===== src/rtl/usbf_pkg.sv =====
`default_nettype none
// ============================================================================
// Module      : usbf_pkg
// Description : Shared constants for the USB token decoder: PID codes, field
//               widths, FSM state encoding and small PID helper functions.
// Revision    : 1.0 - initial release
// ============================================================================
package usbf_pkg;

  localparam int PID_W   = 4;
  localparam int FADR_W  = 7;
  localparam int ENDP_W  = 4;
  localparam int FRAME_W = 11;

  localparam logic [PID_W-1:0] PID_OUT   = 4'b0001;
  localparam logic [PID_W-1:0] PID_IN    = 4'b1001;
  localparam logic [PID_W-1:0] PID_SETUP = 4'b1101;
  localparam logic [PID_W-1:0] PID_SOF   = 4'b0101;

  typedef enum logic [2:0] {
    IDLE = 3'd0,
    PID  = 3'd1,
    TK1  = 3'd2,
    TK2  = 3'd3,
    CHK  = 3'd4,
    DROP = 3'd5
  } tok_state_t;

  // A PID byte carries its own complement in the upper nibble.
  function automatic logic pid_check(input logic [7:0] b);
    return b[7:4] == ~b[3:0];
  endfunction

  // PIDs that are followed by an address/endpoint (or frame) field plus CRC5.
  function automatic logic pid_is_token(input logic [PID_W-1:0] p);
`ifdef USBF_TOKEN_SOF_EN
    return (p == PID_OUT) || (p == PID_IN) || (p == PID_SETUP) || (p == PID_SOF);
`else
    return (p == PID_OUT) || (p == PID_IN) || (p == PID_SETUP);
`endif
  endfunction

endpackage
`default_nettype wire


===== src/rtl/usbf_crc5.sv =====
`default_nettype none
// ============================================================================
// Module      : usbf_crc5
// Description : Combinational USB CRC5 (x^5 + x^2 + 1) over an 11-bit token
//               field, bit 0 shifted in first, register preset to 5'b11111.
// Revision    : 1.0 - initial release
// ============================================================================
module usbf_crc5 (
  input  logic [10:0] data,
  output logic [4:0]  crc
);

  // Unrolled bit-serial LFSR; data[0] is the first bit on the wire.
  always_comb begin : crc_calc
    logic [4:0] acc;
    logic       fb;
    acc = 5'b11111;
    fb  = 1'b0;
    for (int i = 0; i < 11; i++) begin
      fb  = data[i] ^ acc[4];
      acc = {acc[3:0], 1'b0} ^ ({5{fb}} & 5'b00101);
    end
    crc = acc;
  end

endmodule
`default_nettype wire


===== src/rtl/usbf_token_dec.sv =====
`default_nettype none
// ============================================================================
// Module      : usbf_token_dec
// Description : USB token packet decoder. Parses PID + 2 token bytes from the
//               PHY receive stream, checks PID complement, CRC5, length and
//               inter-byte timeout, and reports a good token or one error.
//               Define USBF_TOKEN_SOF_EN to also decode SOF packets
//               (adds frame_no / sof_valid outputs).
// Revision    : 1.0 - initial release
// ============================================================================
module usbf_token_dec
  import usbf_pkg::*;
#(
  parameter int TMO_CYCLES = 16
) (
  input  logic               clk,
  input  logic               rst,
  input  logic [7:0]         rx_data,
  input  logic               rx_valid,
  input  logic               rx_active,
  input  logic               rx_err,
  output logic               token_valid,
  output logic [PID_W-1:0]   token_pid,
  output logic [FADR_W-1:0]  token_fadr,
  output logic [ENDP_W-1:0]  token_endp,
  output logic               pid_err,
  output logic               crc5_err,
  output logic               len_err,
`ifdef USBF_TOKEN_SOF_EN
  output logic [FRAME_W-1:0] frame_no,
  output logic               sof_valid,
`endif
  output logic               tmo_err
);

  localparam int CNT_W = $clog2(TMO_CYCLES + 1);

  tok_state_t         state, state_n;
  logic               active_q;
  logic [PID_W-1:0]   pid_q, pid_n;
  logic [7:0]         byte1_q, byte1_n, byte2_q, byte2_n;
  logic               have_b2, have_b2_n;
  logic [CNT_W-1:0]   idle_cnt, idle_cnt_n;
  logic               pend_pid, pend_pid_n, pend_len, pend_len_n;
  logic               tv_n, pe_n, ce_n, le_n, te_n, load_tok;
  logic [10:0]        d;
  logic [4:0]         crc;
  logic               crc_ok;
`ifdef USBF_TOKEN_SOF_EN
  logic               sv_n, load_sof;
`endif

  assign d      = {byte2_q[2:0], byte1_q};
  assign crc_ok = (crc == byte2_q[7:3]);

  usbf_crc5 u_crc5 (
    .data (d),
    .crc  (crc)
  );

  // State register; active_q resets high so a packet already in flight at
  // reset release is not mistaken for a new rising rx_active.
  always_ff @(posedge clk or posedge rst) begin
    if (rst) begin
      state    <= IDLE;
      active_q <= 1'b1;
    end else begin
      state    <= state_n;
      active_q <= rx_active;
    end
  end

  // Next-state, byte capture, idle counting and pulse decisions.
  always_comb begin
    state_n    = state;
    pid_n      = pid_q;
    byte1_n    = byte1_q;
    byte2_n    = byte2_q;
    have_b2_n  = have_b2;
    idle_cnt_n = idle_cnt;
    pend_pid_n = pend_pid;
    pend_len_n = pend_len;
    tv_n       = 1'b0;
    pe_n       = 1'b0;
    ce_n       = 1'b0;
    le_n       = 1'b0;
    te_n       = 1'b0;
    load_tok   = 1'b0;
`ifdef USBF_TOKEN_SOF_EN
    sv_n       = 1'b0;
    load_sof   = 1'b0;
`endif
    case (state)
      IDLE: begin
        idle_cnt_n = '0;
        have_b2_n  = 1'b0;
        pend_pid_n = 1'b0;
        pend_len_n = 1'b0;
        if (rx_active && !active_q) state_n = PID;
      end
      PID, TK1, TK2: begin
        if (rx_err) begin
          // A PHY error kills the packet and anything pending for it.
          pend_pid_n = 1'b0;
          pend_len_n = 1'b0;
          state_n    = DROP;
        end else if (!rx_active) begin
          if (state == TK2 && have_b2) begin
            state_n = CHK;
          end else begin
            le_n    = 1'b1;
            state_n = IDLE;
          end
        end else if (rx_valid) begin
          idle_cnt_n = '0;
          if (state == PID) begin
            if (!pid_check(rx_data)) begin
              pend_pid_n = 1'b1;
              state_n    = DROP;
            end else if (pid_is_token(rx_data[3:0])) begin
              pid_n   = rx_data[3:0];
              state_n = TK1;
            end else begin
              state_n = DROP;
            end
          end else if (state == TK1) begin
            byte1_n = rx_data;
            state_n = TK2;
          end else if (!have_b2) begin
            byte2_n   = rx_data;
            have_b2_n = 1'b1;
          end else begin
            pend_len_n = 1'b1;
            state_n    = DROP;
          end
        end else if (idle_cnt == CNT_W'(TMO_CYCLES - 1)) begin
          te_n    = 1'b1;
          state_n = DROP;
        end else begin
          idle_cnt_n = idle_cnt + CNT_W'(1);
        end
      end
      CHK: begin
        state_n = IDLE;
        if (!crc_ok) begin
          ce_n = 1'b1;
`ifdef USBF_TOKEN_SOF_EN
        end else if (pid_q == PID_SOF) begin
          sv_n     = 1'b1;
          load_sof = 1'b1;
`endif
        end else begin
          tv_n     = 1'b1;
          load_tok = 1'b1;
        end
      end
      DROP: begin
        if (rx_err) begin
          pend_pid_n = 1'b0;
          pend_len_n = 1'b0;
        end
        if (!rx_active) begin
          pe_n       = pend_pid && !rx_err;
          le_n       = pend_len && !rx_err;
          pend_pid_n = 1'b0;
          pend_len_n = 1'b0;
          state_n    = IDLE;
        end
      end
      default: state_n = IDLE;
    endcase
  end

  // Packet working registers.
  always_ff @(posedge clk or posedge rst) begin
    if (rst) begin
      pid_q    <= '0;
      byte1_q  <= '0;
      byte2_q  <= '0;
      have_b2  <= 1'b0;
      idle_cnt <= '0;
      pend_pid <= 1'b0;
      pend_len <= 1'b0;
    end else begin
      pid_q    <= pid_n;
      byte1_q  <= byte1_n;
      byte2_q  <= byte2_n;
      have_b2  <= have_b2_n;
      idle_cnt <= idle_cnt_n;
      pend_pid <= pend_pid_n;
      pend_len <= pend_len_n;
    end
  end

  // Registered pulses and held token fields.
  always_ff @(posedge clk or posedge rst) begin
    if (rst) begin
      token_valid <= 1'b0;
      token_pid   <= '0;
      token_fadr  <= '0;
      token_endp  <= '0;
      pid_err     <= 1'b0;
      crc5_err    <= 1'b0;
      len_err     <= 1'b0;
      tmo_err     <= 1'b0;
    end else begin
      token_valid <= tv_n;
      pid_err     <= pe_n;
      crc5_err    <= ce_n;
      len_err     <= le_n;
      tmo_err     <= te_n;
      if (load_tok) begin
        token_pid  <= pid_q;
        token_fadr <= d[6:0];
        token_endp <= d[10:7];
      end
    end
  end

`ifdef USBF_TOKEN_SOF_EN
  // Frame number and SOF pulse.
  always_ff @(posedge clk or posedge rst) begin
    if (rst) begin
      sof_valid <= 1'b0;
      frame_no  <= '0;
    end else begin
      sof_valid <= sv_n;
      if (load_sof) frame_no <= d;
    end
  end
`endif

endmodule
`default_nettype wire


===== config.mk =====
export PLATFORM = sky130hd
export DESIGN_NAME = usbf_token_dec
export DESIGN_NICKNAME = d
export VERILOG_FILES = /design/src/rtl/usbf_pkg.sv /design/src/rtl/usbf_crc5.sv /design/src/rtl/usbf_token_dec.sv
export SDC_FILE = /design/constraint.sdc
export NUM_CORES = 1
export LEC_CHECK = 0
export CORE_ASPECT_RATIO = 0.7
export CORE_MARGIN = 1
export CORE_UTILIZATION = 25
export DETAILED_ROUTE_END_ITERATION = 8
export PLACE_DENSITY = 0.42
export SLEW_MARGIN = 20
export SYNTH_ARGS = -nofsm -noshare
export SYNTH_HDL_FRONTEND = slang
export SYNTH_SLANG_ARGS = --single-unit

===== constraint.sdc =====
create_clock -name clk -period 4 [get_ports clk]
set_clock_uncertainty 0.15 [all_clocks]
set_input_delay 0.6 -clock clk [delete_from_list [all_inputs] [get_ports clk]]
set_output_delay 0.6 -clock clk [all_outputs]
set_load 0.01 [all_outputs]

==> results.sh, run 1 <==
export IMPL_status="completed"
export IMPL_die_x_um=123
export IMPL_max_cap_violations=0
export IMPL_cts_root_buf="clkbuf_16"
export IMPL_synth_edff_count=0
export IMPL_final_max_slew_viol_count=0
export IMPL_antenna_found_initial=0
export IMPL_via_per_inst=4.38
export IMPL_synth_yosys_warnings=0
export IMPL_dr_wl_met2_um=2150
export IMPL_yosys_top_cells_count="dfrtp_1, mux2_2, xnor2_1"
export IMPL_antenna_cells=0
export IMPL_synth_top_area_cell="dfrtp_1"
export IMPL_min_period_over_period=0.724
export IMPL_tns_ns=0
export IMPL_required_ns=4.02
export IMPL_wl_met1_um=3180
export IMPL_ys_seq_elements=52
export IMPL_hold_path_class="reg -> reg"
export IMPL_core_sq_um=9800
export IMPL_cts_sinks=52
export IMPL_yosys_most_used_dff="dfrtp_1"
export IMPL_post_cts_buffers=0
export IMPL_setup_violations=0
export IMPL_max_freq_mhz=345
export IMPL_drc_errors=0
export IMPL_initial_utilization=0.261
export IMPL_nNetsFinal=261
export IMPL_synth_distinct_cells=38
export IMPL_startpoint="byte1_q[0]"
export IMPL_synthesis_nets=230
export IMPL_finalHoldViolations=0
export IMPL_clk_pin_slew_worst_paths_ns=0.07
export IMPL_num_vias=1641
export IMPL_max_slew_margin_rel=0.587
export IMPL_final_min_clock_period_ns=2.89
export IMPL_port_buffers=32
export IMPL_synth_async_sr_flop_share=1.00
export IMPL_area_growth_syn_to_layout_pct=24.3
export IMPL_grt_pass1_wl_um=8950
export IMPL_r2r_start="byte1_q[0]"
export IMPL_grt_max_degree=29
export IMPL_drt_pass1_iterations=4
export IMPL_setup_slack_ns=1.11
export IMPL_grt_overflow=0
export IMPL_cts_max_path_buffers=2
export IMPL_cts_hold_buf=0
export IMPL_netlist_area_sq_um=2550
export IMPL_clk_latency_ns=0.28
export IMPL_htree_levels=2
export IMPL_ys_seq_area_frac=0.510
export IMPL_synthCells=215
export IMPL_cts_resized=0
export IMPL_p_per_area_nw_per_um2=420
export IMPL_drive_gt1_frac=0.206
export IMPL_fillCellCount=995
export IMPL_wl_met3_um=183
export IMPL_cp_end_kind="flip-flop"
export IMPL_synthTopCellsByArea="dfrtp_1, mux2_2, mux2_4"
export IMPL_min_from="idle_cnt[3]"
export IMPL_p_leak_nw=1.46
export IMPL_wl_um=5540
export IMPL_gp_congestion=0.767
export IMPL_synth_most_common_cell="dfrtp_1"
export IMPL_tritoncts="built"
export IMPL_start_kind="flip-flop"
export IMPL_dpl_worst_slack_ns=0.852
export IMPL_die_area_sq_um=10600
export IMPL_core_rowCount=30
export IMPL_path_cells="xnor3_2 -> xor2_1 -> or3_1 -> a211o_1 -> a211o_4 -> mux2_4"
export IMPL_rsz0062_at_grt="false"
export IMPL_grt_usage=0.113
export IMPL_die_height_um=86.5
export IMPL_tightest_slew_ns=0.618
export IMPL_crit_type="reg -> reg"
export IMPL_critPathMaxFanout=15
export IMPL_drt_iter0_drc=86
export IMPL_ir_drop_v=0.000188
export IMPL_max_stage_delay_ns=0.49
export IMPL_arrival_ns=2.92
export IMPL_yosys_area_top_type_share=0.500
export IMPL_io_pins=33
export IMPL_slowest_stage="xnor3_2"
export IMPL_routedWlPerCell_um=14.8
export IMPL_grt_pass1_vias=1591
export IMPL_rrSetupSlack_ns=1.11
export IMPL_highest_layer="met4"
export IMPL_syn_area_per_cell_sq_um=11.9
export IMPL_final_antenna_net_count=0
export IMPL_numCtsBuffers=5
export IMPL_place_hpwl_um=4030
[cells in the final DEF (no fill, tap or decap), types with 2 or more instances in the layout]
cell	instances
clkbuf_8	2
o31ai_1	3
nor2b_1	6
mux2_2	23
clkbuf_16	5
inv_1	5
or3_1	3
and4_1	2
a21o_1	2
nor2_1	11
ha_1	2
a211oi_1	2
mux2_4	10
and3_1	4
dfrtp_1	51
nor4_1	2
nor3_1	4
nand2b_1	5
nand2_1	9
xnor2_1	14
or2_2	4
xor2_1	5
nand3_1	5
a21oi_1	10
o21ai_0	10
clkdlybuf4s50_1	32
[cell families after synthesis]
kind of cell | after synthesis | share of synthesized area
adders and majority gates | 2 | 0.00980
AOI/OAI and AO/OA | 33 | 0.0828
buffers and inverters | 15 | 0.0284
DFF | 52 | 0.510
muxes | 33 | 0.160
xor gates and xnor gates | 21 | 0.0833
and+or+nand+nor | 59 | 0.125
[layout make-up]
cell class / instances / area [sq um] / area share
Sequential cell: 52 / 1300 / 0.410
Multi-Input combinational cell: 148 / 1180 / 0.371
Timing Repair Buffer: 33 / 328 / 0.103
Tap cell: 128 / 160 / 0.0505
Clock buffer: 7 / 153 / 0.0481
Clock inverter: 1 / 30.0 / 0.00946
Inverter: 6 / 22.5 / 0.00710
[worst max-delay path: cells and delay by family, from the launching register on]
family	cells	cell delay (ns)
and+or+nand+nor	1	0.36
DFF	1	0.41
xor gates and xnor gates	2	0.68
muxes	1	0.33
AOI/OAI and AO/OA	2	0.85
[power breakdown]
group / internal, mW / switching, mW / total [mW]
combinational: 0.0937 / 0.119 / 0.213
sequential: 0.554 / 0.0491 / 0.603
clock: 0.330 / 0.188 / 0.518
total: 0.977 / 0.356 / 1.33
[state kept, by name, summed over array words and instances (netlist names), 3 cells and up]
signal      flops
byte1_q         8
byte2_q         8
token_fadr      7
idle_cnt        5
pid_q           4
token_endp      4
token_pid       4
state           3
[per-stage QoR]
stage | power [mW] | std cells | hold slack [ns] | cell area [sq um] | utilization
after detailed placement | 0.827 | 367 | 0.312 | 2990 | 0.305
final | 1.33 | 375 | 0.324 | 3170 | 0.324
after global placement | 0.829 | 367 | 0.316 | 2990 | 0.305
after floorplan | 0.756 | 215 | 0.287 | 2550 | -
after global routing | 1.41 | 375 | 0.340 | 3170 | 0.324
after CTS | 1.35 | 375 | 0.326 | 3170 | 0.324
[layer usage]
metal	GRT usage	up-vias
met5	0	-
met4	0.0233	0
met3	0.0243	2
met2	0.150	23
met1	0.181	795
li1	-	821
[worst paths after layout]
path                            endpoint  cells past startpoint
hold reg to reg              idle_cnt[3]                      1
setup / recovery           token_endp[0]                      6
min in group asynchronous        pid_err                      2
max in group asynchronous       pid_q[1]                      3
setup reg to reg           token_endp[0]                      6
hold / removal               idle_cnt[3]                      1
Note: power is estimated with default switching activity, not from simulation.
==> run 2: changes to the inputs <==
==> constraint.sdc (replaced) <==
create_clock -name clk -period 3.03 [get_ports clk]
set_clock_uncertainty 0.15 [all_clocks]
set_input_delay 0.4545 -clock clk [delete_from_list [all_inputs] [get_ports clk]]
set_output_delay 0.4545 -clock clk [all_outputs]
set_load 0.01 [all_outputs]
==> run 2 against run 1 <==
  * Register-to-register slack got worse by 0.94 ns
  * Via count rose by 4.1%
  * Final area rose by 2.6%
  * Maximum frequency rose by 0.99%
  * Global-route usage rose by 0.33 points
  * Clock-buffer cell count did not move
  * Setup slack got worse by 0.94 ns
  * Clock power rose by 34%
  * Sequential cell count did not move
  * Highest routed layer unchanged
==> results.sh, run 2 (synthesis gave the netlist of run 1 again) <==
export IMPL_status="completed"
export IMPL_start_kind="flip-flop"
export IMPL_grt_max_degree=53
export IMPL_hold_path_class="reg -> reg"
export IMPL_max_slew_margin_rel=0.540
export IMPL_cts_max_path_buffers=2
export IMPL_max_freq_mhz=349
export IMPL_routedWlPerCell_um=14.7
export IMPL_required_ns=3.06
export IMPL_fillCellCount=972
export IMPL_grt_pass1_wl_um=9140
export IMPL_area_growth_syn_to_layout_pct=27.5
export IMPL_initial_utilization=0.261
export IMPL_cts_sinks=52
export IMPL_grt_pass1_vias=1631
export IMPL_die_height_um=86.5
export IMPL_cts_hold_buf=0
export IMPL_met1_usage=0.189
export IMPL_cts_root_buf="clkbuf_16"
export IMPL_reg_top3="byte1_q x8, byte2_q x8, token_fadr x7"
export IMPL_drt_iter0_drc=89
export IMPL_crit_type="reg -> reg"
export IMPL_arrival_ns=2.89
export IMPL_rsz0062_at_grt="false"
export IMPL_final_antenna_net_count=0
export IMPL_clk_latency_ns=0.29
export IMPL_final_max_slew_viol_count=0
export IMPL_max_cap_violations=0
export IMPL_antenna_cells=0
export IMPL_core_rowCount=30
export IMPL_place_hpwl_um=4090
export IMPL_p_per_area_nw_per_um2=552
export IMPL_grt_busiest_layer="met1"
export IMPL_tightest_slew_ns=0.689
export IMPL_post_cts_buffers=0
export IMPL_tns_ns=0
export IMPL_cts_resized=0
export IMPL_dpl_worst_slack_ns=0.168
export IMPL_antenna_found_initial=0
export IMPL_final_util=0.332
export IMPL_port_buffers=32
export IMPL_grt_overflow=0
export IMPL_ir_drop_v=0.000192
export IMPL_drc_errors=0
export IMPL_grt_usage=0.116
export IMPL_gp_congestion=0.735
export IMPL_core_sq_um=9800
export IMPL_num_vias=1708
export IMPL_io_pins=33
export IMPL_via_per_inst=4.42
export IMPL_finalHoldViolations=0
export IMPL_die_x_um=123
export IMPL_numCtsBuffers=5
export IMPL_min_path_cells=1
export IMPL_setup_violations=0
export IMPL_multi_input_area_sq_um=1180
export IMPL_cp_end_kind="flip-flop"
export IMPL_critPathMaxFanout=15
export IMPL_min_period_over_period=0.946
export IMPL_final_min_clock_period_ns=2.87
export IMPL_globalRouteMet2Util=0.146
export IMPL_drive_gt1_frac=0.240
export IMPL_final_common_cell="dfrtp_1"
export IMPL_ff2ff_path_depth=6
export IMPL_die_area_sq_um=10600
export IMPL_p_leak_nw=1.52
export IMPL_htree_levels=2
export IMPL_drt_pass1_iterations=6
export IMPL_wl_um=5690
export IMPL_clk_pin_slew_worst_paths_ns=0.07
export IMPL_tritoncts="built"
export IMPL_nNetsFinal=272
export IMPL_setup_slack_ns=0.164
export IMPL_use_met3=0.0217
export IMPL_layout_common_cells="dfrtp_1, clkdlybuf4s50_1, mux2_2"
export IMPL_regArea_sq_um=1300
-- run 2: final timing paths --
check	startpoint	to	slack [ns]
min in group asynchronous	rst	pid_err	0.52
min reg2reg	idle_cnt[3]	idle_cnt[3]	0.32
max in group asynchronous	rst	token_pid[1]	1.74
max	byte1_q[0]	token_pid[0]	0.16
min	idle_cnt[3]	idle_cnt[3]	0.32
max reg2reg	byte1_q[0]	token_pid[0]	0.16
-- run 2: final cells by class --
type,instances,area share
sequential,52,0.400
multi-input combinational,148,0.362
clock buffer,7,0.0469
inverter,6,0.00692
clock inverter,1,0.00922
timing repair buffer,44,0.126
tap,128,0.0492
-- run 2: critical path, stage by stage (launching register included) --
cell and delay, ns:
dfrtp_1 0.41, xnor3_2 0.49, xor2_1 0.19, or3_1 0.37, a211o_1 0.34, a211o_4 0.48
mux2_4 0.33
-- run 2: per-layer routing --
layer / part of all wire / wire (um)
met5: 0 / 0
met4: 0.012 / 69
met3: 0.027 / 153
met2: 0.38 / 2180
met1: 0.58 / 3290
-- run 2: power breakdown --
group	switching (mW)	internal [mW]	total (mW)
combinational	0.206	0.145	0.352
clock	0.257	0.436	0.692
sequential	0.0208	0.731	0.752
total	0.484	1.31	1.80
-- run 2: stage by stage --
step	cell area (sq um)	hold WS, ns	power (mW)	std cells
global placement	3070	0.311	1.12	378
finish	3260	0.323	1.80	386
floorplan	2550	0.287	0.998	215
global route	3260	0.349	1.90	386
detailed placement	3070	0.313	1.12	378
CTS	3260	0.328	1.83	386
